$ cat config.mk
export PLATFORM = sky130hd
export DESIGN_NAME = blinds_motor_controller
export DESIGN_NICKNAME = d
export VERILOG_FILES = /design/src/rtl/blinds_motor_controller_pkg.sv /design/src/rtl/blinds_channel_fsm.sv /design/src/rtl/blinds_motor_controller.sv
export SDC_FILE = /design/constraint.sdc
export NUM_CORES = 1
export LEC_CHECK = 0
export BUFFER_PORTS_ARGS = -buffer_cell sky130_fd_sc_hd__buf_2
export CORE_ASPECT_RATIO = 0.75
export CORE_MARGIN = 1
export CORE_UTILIZATION = 67
export DETAILED_ROUTE_END_ITERATION = 10
export PLACE_DENSITY = 0.95
export SLEW_MARGIN = 10
export SYNTH_ARGS = -nofsm -noshare
export SYNTH_HDL_FRONTEND = slang
export SYNTH_HIERARCHICAL = 1
export SYNTH_SLANG_ARGS = --single-unit
$ cat constraint.sdc
create_clock -name clk_i -period 4.2 [get_ports clk_i]
set_input_delay 0.21 -clock clk_i [delete_from_list [all_inputs] [get_ports clk_i]]
set_output_delay 0.21 -clock clk_i [all_outputs]
set_load 0.02 [all_outputs]
$ cat src/rtl/blinds_motor_controller_pkg.sv
// Shared constants for the blinds motor controller.
// State encoding, time field layout and counter width helper.
package blinds_motor_controller_pkg;

    typedef enum logic [2:0] {
        ST_CLOSED,
        ST_OPENING,
        ST_OPEN,
        ST_CLOSING,
        ST_DEAD
    } blind_state_e;

    localparam int HOUR_MAX = 23;
    localparam int MIN_MAX  = 59;

    localparam int HOUR_MSB = 11;
    localparam int HOUR_LSB = 6;
    localparam int MIN_MSB  = 5;
    localparam int MIN_LSB  = 0;

    // Never return a zero-width counter for degenerate parameters
    function automatic int cnt_width(input int n);
        return (n > 1) ? $clog2(n) : 1;
    endfunction

endpackage

$ cat src/rtl/blinds_channel_fsm.sv
// One blind channel: override timer, position counter,
// dead-time counter and motor FSM.
module blinds_channel_fsm
    import blinds_motor_controller_pkg::*;
#(
    parameter int TRAVEL_CYCLES = 1000,
    parameter int DEAD_CYCLES   = 16,
    parameter int OVR_CYCLES    = 100000
) (
    input  logic i_clk,
    input  logic i_rst_n,
    input  logic i_auto_open,
    input  logic i_manual_req,
    input  logic i_manual_open,
    output logic o_motor_up,
    output logic o_motor_down,
    output logic o_status,
    output logic o_override
);

    localparam int POS_W  = cnt_width(TRAVEL_CYCLES + 1);
    localparam int OVR_W  = cnt_width(OVR_CYCLES);
    localparam int DEAD_W = cnt_width(DEAD_CYCLES + 1);

    localparam logic [POS_W-1:0]  POS_MAX   = POS_W'(TRAVEL_CYCLES);
    localparam logic [POS_W-1:0]  POS_ONE   = POS_W'(1);
    localparam logic [OVR_W-1:0]  OVR_LOAD  = OVR_W'(OVR_CYCLES - 1);
    localparam logic [OVR_W-1:0]  OVR_ONE   = OVR_W'(1);
    localparam logic [DEAD_W-1:0] DEAD_LOAD = DEAD_W'(DEAD_CYCLES - 1);
    localparam logic [DEAD_W-1:0] DEAD_ONE  = DEAD_W'(1);

    logic              r_ovr;
    logic              r_ovr_dir;
    logic [OVR_W-1:0]  r_ovr_tmr;
    blind_state_e      r_state;
    logic [POS_W-1:0]  r_pos;
    logic [DEAD_W-1:0] r_dead;

    blind_state_e      w_state_n;
    logic [POS_W-1:0]  w_pos_n;
    logic [DEAD_W-1:0] w_dead_n;
    logic              w_target;

    always_ff @(posedge i_clk or negedge i_rst_n) begin
        if (!i_rst_n) begin
            r_ovr     <= 1'b0;
            r_ovr_dir <= 1'b0;
            r_ovr_tmr <= '0;
        end else if (i_manual_req) begin
            r_ovr     <= 1'b1;
            r_ovr_dir <= i_manual_open;
            r_ovr_tmr <= OVR_LOAD;
        end else if (r_ovr) begin
            if (r_ovr_tmr == '0) begin
                r_ovr <= 1'b0;
            end else begin
                r_ovr_tmr <= r_ovr_tmr - OVR_ONE;
            end
        end
    end

    assign w_target = r_ovr ? r_ovr_dir : i_auto_open;

    always_ff @(posedge i_clk or negedge i_rst_n) begin
        if (!i_rst_n) begin
            r_state <= ST_CLOSED;
            r_pos   <= '0;
            r_dead  <= '0;
        end else begin
            r_state <= w_state_n;
            r_pos   <= w_pos_n;
            r_dead  <= w_dead_n;
        end
    end

    always_comb begin
        w_state_n = r_state;
        w_pos_n   = r_pos;
        w_dead_n  = r_dead;
        unique case (r_state)
            ST_CLOSED: begin
                if (w_target) w_state_n = ST_OPENING;
            end
            ST_OPEN: begin
                if (!w_target) w_state_n = ST_CLOSING;
            end
            ST_OPENING: begin
                if (!w_target) begin
                    w_state_n = ST_DEAD;
                    w_dead_n  = DEAD_LOAD;
                end else if (r_pos >= POS_MAX - POS_ONE) begin
                    w_pos_n   = POS_MAX;
                    w_state_n = ST_OPEN;
                end else begin
                    w_pos_n = r_pos + POS_ONE;
                end
            end
            ST_CLOSING: begin
                if (w_target) begin
                    w_state_n = ST_DEAD;
                    w_dead_n  = DEAD_LOAD;
                end else if (r_pos <= POS_ONE) begin
                    w_pos_n   = '0;
                    w_state_n = ST_CLOSED;
                end else begin
                    w_pos_n = r_pos - POS_ONE;
                end
            end
            ST_DEAD: begin
                // Exit direction is sampled only when the dead time expires
                if (r_dead != '0) begin
                    w_dead_n = r_dead - DEAD_ONE;
                end else if (w_target) begin
                    w_state_n = (r_pos == POS_MAX) ? ST_OPEN : ST_OPENING;
                end else begin
                    w_state_n = (r_pos == '0) ? ST_CLOSED : ST_CLOSING;
                end
            end
            default: begin
                w_state_n = ST_CLOSED;
                w_pos_n   = '0;
            end
        endcase
    end

    always_comb begin
        o_motor_up   = (r_state == ST_OPENING);
        o_motor_down = (r_state == ST_CLOSING);
        o_status     = (r_state == ST_OPEN);
        o_override   = r_ovr;
    end

endmodule

$ cat src/rtl/blinds_motor_controller.sv
// Multi-channel blinds controller: sample validation, sunlight
// hysteresis and the shared auto-open decision feeding each channel.
module blinds_motor_controller
    import blinds_motor_controller_pkg::*;
#(
    parameter int         NUM_CH         = 4,
    parameter int         TRAVEL_CYCLES  = 1000,
    parameter int         DEAD_CYCLES    = 16,
    parameter int         OVR_CYCLES     = 100000,
    parameter logic [7:0] LIGHT_OPEN_TH  = 8'd140,
    parameter logic [7:0] LIGHT_CLOSE_TH = 8'd116,
    parameter int         DAY_START_H    = 9,
    parameter int         DAY_END_H      = 16
) (
    input  logic              clk_i,
    input  logic              rst_ni,
    input  logic              valid_i,
    input  logic [11:0]       time_i,
    input  logic [7:0]        sunlight_level_i,
    input  logic [NUM_CH-1:0] manual_req_i,
    input  logic [NUM_CH-1:0] manual_open_i,
    output logic [NUM_CH-1:0] motor_up_o,
    output logic [NUM_CH-1:0] motor_down_o,
    output logic [NUM_CH-1:0] blinds_status_o,
    output logic [NUM_CH-1:0] override_o,
    output logic              time_err_o
);

    logic [5:0] w_hour;
    logic [5:0] w_min;
    logic       w_time_bad;
    logic       w_sample;
    logic       w_day;
    logic       w_light_ok_n;

    logic       r_light_ok;
    logic       r_auto_open;
    logic       r_time_err;

    assign w_hour     = time_i[HOUR_MSB:HOUR_LSB];
    assign w_min      = time_i[MIN_MSB:MIN_LSB];
    assign w_time_bad = (w_hour > 6'(HOUR_MAX)) || (w_min > 6'(MIN_MAX));
    assign w_sample   = valid_i && !w_time_bad;
    assign w_day      = (w_hour >= 6'(DAY_START_H))
                     && (w_hour <= 6'(DAY_END_H));

    always_comb begin
        w_light_ok_n = r_light_ok;
        if (sunlight_level_i > LIGHT_OPEN_TH) begin
            w_light_ok_n = 1'b1;
        end else if (sunlight_level_i < LIGHT_CLOSE_TH) begin
            w_light_ok_n = 1'b0;
        end
    end

    always_ff @(posedge clk_i or negedge rst_ni) begin
        if (!rst_ni) begin
            r_light_ok  <= 1'b0;
            r_auto_open <= 1'b0;
            r_time_err  <= 1'b0;
        end else begin
            r_time_err <= valid_i && w_time_bad;
            if (w_sample) begin
                r_light_ok  <= w_light_ok_n;
                r_auto_open <= w_day || w_light_ok_n;
            end
        end
    end

    assign time_err_o = r_time_err;

    for (genvar g = 0; g < NUM_CH; g++) begin : g_ch
        blinds_channel_fsm #(
            .TRAVEL_CYCLES(TRAVEL_CYCLES),
            .DEAD_CYCLES  (DEAD_CYCLES),
            .OVR_CYCLES   (OVR_CYCLES)
        ) u_ch (
            .i_clk        (clk_i),
            .i_rst_n      (rst_ni),
            .i_auto_open  (r_auto_open),
            .i_manual_req (manual_req_i[g]),
            .i_manual_open(manual_open_i[g]),
            .o_motor_up   (motor_up_o[g]),
            .o_motor_down (motor_down_o[g]),
            .o_status     (blinds_status_o[g]),
            .o_override   (override_o[g])
        );
    end

endmodule

Word-level counts from Yosys, hierarchy flattened
Index checks and enable logic that the tools add are counted.
- add/sub/neg operators: 16
- eq/ne operators: 64
- bitwise operators: 4
- magnitude comparators: 14
- reductions and logical operators: 50
- mux-type cells: 110
- operators by type and width (cell ; count):
    $mux 17 ; 12
    $mux 10 ; 16
    $pmux 10 s3 ; 4
    $mux 3 ; 32
    $logic_not 17->1 ; 4
    $sub 17x1->17 const B ; 4
    $mux 5 ; 12
    $pmux 3 s5 ; 4
    $pmux 5 s3 ; 4
    $ne 2x2->1 const B ; 28
    $add 10x1->10 const B ; 4
    $eq 10x10->1 const B ; 4
    $ge 10x10->1 const B ; 4
    $le 10x1->1 const B ; 4
    $logic_not 10->1 ; 4
    $sub 10x1->10 const B ; 4
    $eq 3x2->1 const B ; 8
    $ne 3x3->1 const B ; 8
    $reduce_and 5->1 ; 4
    $reduce_bool 5->1 ; 4
    $sub 5x1->5 const B ; 4
    $mux 1 ; 18
    $mux 2 ; 8
    $ne 2x1->1 const B ; 8
    other kinds (19) ; 52
- flip-flop bits (word level): 151
- bits of input ports: 31
- output and inout bits: 17
- logic and storage cells: 285

Depth between registers and ports, before layout
- depth in word-level cells: 5
- gate-level depth with buffers: 9

Hierarchy
The synthesis kept the hierarchy.
- modules (own cells, without submodules) (module ; area each (µm²) ; seq. area each (µm²) ; instances ; cells an instance):
    blinds_channel_fsm ; 2452.4 ; 925.9 ; 4 ; 271
    blinds_motor_controller ; 183.9 ; 75.1 ; 1 ; 22

Worst setup path after synthesis
No wires, ideal clock.
- path type: register to register
- start: reg g_ch[0].u_ch.r_pos[0]
- end: reg g_ch[0].u_ch.r_state[1]
- period minus slack after synthesis: 1.987 ns
- buffers on the path: 0
- cell stages (with the launch flop): 8
- setup slack: 2.213 ns
- data arrival time: 1.859 ns
- cell sequence: dfrtp_1 inv_1 ha_1 nor2_1 nor4_2 a21oi_1 nor3_2 mux2_1
- longest elaborated chain between the ends: 5
- RTL lines (element ; RTL line ; RTL):
    start, declared ; blinds_channel_fsm.sv:36 ; logic [POS_W-1:0] r_pos;
    start signal, assigned ; blinds_channel_fsm.sv:71 ; r_pos <= w_pos_n;
    parallel branches: the longest is 5 deep, another holds $ge 10x10->1 ; -- ;
    end signal, assigned ; blinds_channel_fsm.sv:70 ; r_state <= w_state_n;
    end, declared ; blinds_channel_fsm.sv:35 ; blind_state_e r_state;
Parallel ways; which one is timed is not known. The select of a mux whose other input is x is not followed.
A chain may end at the register's enable or synchronous reset.

Worst setup path in the final report
- start: reg g_ch[1].u_ch.r_pos[0]
- end: reg g_ch[1].u_ch.r_state[1]
- longest elaborated chain between the ends: 5
- RTL lines (element ; RTL line):
    start, declared ; blinds_channel_fsm.sv:36
    start signal, assigned ; blinds_channel_fsm.sv:71
    parallel branches: the longest is 5 deep, another holds $ge 10x10->1 ; --
    end signal, assigned ; blinds_channel_fsm.sv:70
    end, declared ; blinds_channel_fsm.sv:35
Parallel ways; which one is timed is not known. The select of a mux whose other input is x is not followed.

==> impl_metrics.tcl <==
set metrics [dict create \
    status "complete, no violations" \
    fp.dieH_um 108 \
    post-route-cell-area_um2 10900 \
    cts_max_level 4 \
    synth-main-ff-cell "dfrtp_1" \
    grtUsageTotal_pct 32.5 \
    timing.slew.headroom_pct 46.2 \
    io_buffers 45 \
    max_freq_mhz 403 \
    syn_area_per_cell_um2 9.04 \
    hpwlAfterDp_mm 15.3 \
    synth_edf_count 0 \
    end_kind "register" \
    synth_top_area_cell "dfrtp_1" \
    nNetsFinal 1189 \
    grt_pass1_vias 8189 \
    grt_pass1_wl_mm 39.6 \
    final.fill_count 928 \
    worst-setup-path-type "reg2reg" \
    reg2reg_slack_ns 1.72 \
    cts_resized 0 \
    final.setup.tns_ns 0 \
    worstSetupStartpoint "g_ch[1].u_ch/r_pos[0]" \
    leakagePower_nw 4.43 \
    drive_above_1_share_pct 13.3 \
    ys_async_sr_fraction_pct 100 \
    crit_path_max_incr_delay_ns 0.47 \
    layout_min_cycle_time_ns 2.48 \
    area_growth_pct 8.58 \
    placed_area_um2 10200 \
    diodes 0 \
    yosysSeqAreaShare_pct 37.8 \
    via_per_inst 6.70 \
    path_cells "inv_1 -> ha_1 -> nor2_1 -> nor4_2 -> a21oi_1 -> nor3_2 -> mux2_1" \
    setup_viol 0 \
    antenna_found_initial 0 \
    drc 0 \
    worst_pin_slew_ns 0.807 \
    gr-total-overflow 0 \
    syn_inst 1106 \
    switching_share_pct 41.9 \
    worstPathRequired_ns 4.52 \
    p_comb_share_pct 39.8 \
    internal-power_mw 3.80 \
    hold_viol 0 \
    rr_worst_depth 7 \
    yosysTopAreaCellShare_pct 37.8 \
    cts_tree "built" \
    drt-total-wl_mm 23.9 \
    r2r_end "g_ch[1].u_ch/r_state[1]" \
    rsz0062_at_grt "false" \
    dieArea_um2 15400 \
    cp.depth 7 \
    cts_sinks 151 \
    crit_slowest_cell "dfrtp_1" \
    cp.buffers_inverters 1 \
    num_rows 38 \
    skew_ns 0.00965 \
    synth_nets 1169 \
    clock_latency_ns 0.44 \
    synth.top_cells.by_area "dfrtp_1, ha_1, nand2_1" \
    ant_nets 0 \
    hp-class "in2reg" \
    p_switching_mw 2.74 \
    synth_seq_cells 151 \
    finalWeightedCongestion 0.940 \
    die_w_um 143 \
    core_area_um2 14500 \
    wire_per_inst_um 17.8 \
    r2r-start "g_ch[1].u_ch/r_pos[0]" \
    clk_pin_slew_ns 0.06 \
    power.density_nw_per_um2 602 \
    grt_max_degree 91 \
    cts-root-buf "clkbuf_16" \
    synth.distinct_cells 62 \
    cp_max_fo 9 \
    yosysMostFrequentCell "dfrtp_1" \
    crit_family "simple AND/OR/NAND/NOR gates" \
    cts_made_buffers 17 \
    maxCapViolations 0 \
    seq_power_share_pct 33.9 \
    syn_area_um2 9990 \
    synth_commonest_cells "dfrtp_1, nand2_1, nor2_1" \
    worst-endpoint-arrival_ns 2.80 \
    via_count 8968 \
    cp-start-kind "register" \
    dr.pass1.iters 6 \
    initial_core_util_pct 68.9 \
    ios 48 \
    crit_end "g_ch[1].u_ch/r_state[1]" \
    drt_iter0_drc 1260 \
    maxSlewViolCount 0 \
    ir_worst_vdd_v 0.000536 \
    p_clk_share_pct 26.3 \
    fin_crit_sh_pct 59.1 \
    ys_warn_count 6 \
    clk_path_buf_depth 2 \
]
cell usage in the layout, fill, tap and decap left out, types with 13 or more instances in the layout:
cell and n:
a211o_1 20, a211oi_1 13, a21oi_1 45, a31oi_1 21, buf_2 44, clkbuf_16 17
dfrtp_1 151, ha_1 32, inv_1 40, nand2_1 106, nand2b_1 36, nand3_1 49
nand4_1 18, nor2_1 95, nor3_1 36, nor4_1 22, nor4b_1 16, o21ai_0 62
o31ai_1 21, xnor2_1 20, xor2_1 44
logic make-up after synthesis:
family / share of synthesized area (%)
compound gates: 15.0
flops: 37.8
simple gates: 29.7
buf+inv: 4.86
fa+ha+maj: 4.01
xor+xnor: 5.61
mux: 3.00
metal layers:
layer | share of wire, % | track usage, %
met1 | 44 | 46.1
met2 | 46 | 49.3
met3 | 8.7 | 7.12
met4 | 2.1 | 10.4
met5 | 0 | 0
power groups by stage:
stage / combinational, mW / clock (mW) / sequential, mW
3_5_place_dp: 2.46 / 0 / 2.20
3_3_place_gp: 2.38 / 0 / 2.18
6_report: 2.60 / 1.72 / 2.21
2_1_floorplan: 2.15 / 0 / 1.99
4_1_cts: 2.53 / 1.73 / 2.19
5_1_grt: 2.84 / 1.79 / 2.26
area by class of cell:
| class | instances | area, um^2 | area share (%) |
|---|---|---|---|
| tap | 200 | 250 | 2.31 |
| clock inverter | 13 | 218 | 2.01 |
| sequential | 151 | 3780 | 34.8 |
| inverter | 44 | 165 | 1.52 |
| timing repair buffer | 49 | 267 | 2.46 |
| multi-input combinational | 863 | 5730 | 52.8 |
| clock buffer | 19 | 443 | 4.08 |
flip-flops by register name, summed over array words and instances (netlist names):
name,cells
g_ch.u_ch/r_ovr_tmr,68
g_ch.u_ch/r_pos,40
g_ch.u_ch/r_dead,20
g_ch.u_ch/r_state,12
g_ch.u_ch/o_override,4
g_ch.u_ch/r_ovr_dir,4
r_auto_open,1
r_light_ok,1
time_err_o,1
through the flow:
| step | util (%) | setup WS (ns) | hold WS (ns) | total power, mW | cells |
|---|---|---|---|---|---|
| final | 74.8 | 1.72 | 0.0213 | 6.53 | 1339 |
| after global routing | 74.8 | 1.54 | 0.0284 | 6.89 | 1339 |
| after CTS | 74.8 | 1.79 | 0.0146 | 6.46 | 1339 |
| after detailed placement | 70.1 | 1.83 | 0.346 | 4.66 | 1305 |
| after global placement | 70.1 | 1.91 | 0.343 | 4.56 | 1305 |
| after floorplan | - | 2.21 | -0.0856 | 4.14 | 1106 |
worst min path at each step:
stage | from | end | slack (ns) | depth (start not counted)
3_5_place_dp | rst_ni | g_ch[0].u_ch/r_ovr_tmr[14] | 0.35 | 1
3_3_place_gp | rst_ni | g_ch[0].u_ch/r_ovr_tmr[14] | 0.34 | 1
2_1_floorplan | rst_ni | g_ch[0].u_ch/o_override | -0.09 | 0
4_1_cts | manual_open_i[2] | g_ch[2].u_ch/r_ovr_dir | 0.01 | 2
6_report | manual_open_i[2] | g_ch[2].u_ch/r_ovr_dir | 0.02 | 2
5_1_grt | manual_open_i[2] | g_ch[2].u_ch/r_ovr_dir | 0.03 | 2
timing repair:
item,CTS,global route
endpoints found under the hold margin,89,0
setup endpoints to repair,0,0
hold buffers,2,0
buffers inserted,0,0
No activity file was read; power rests on OpenSTA's default activity.
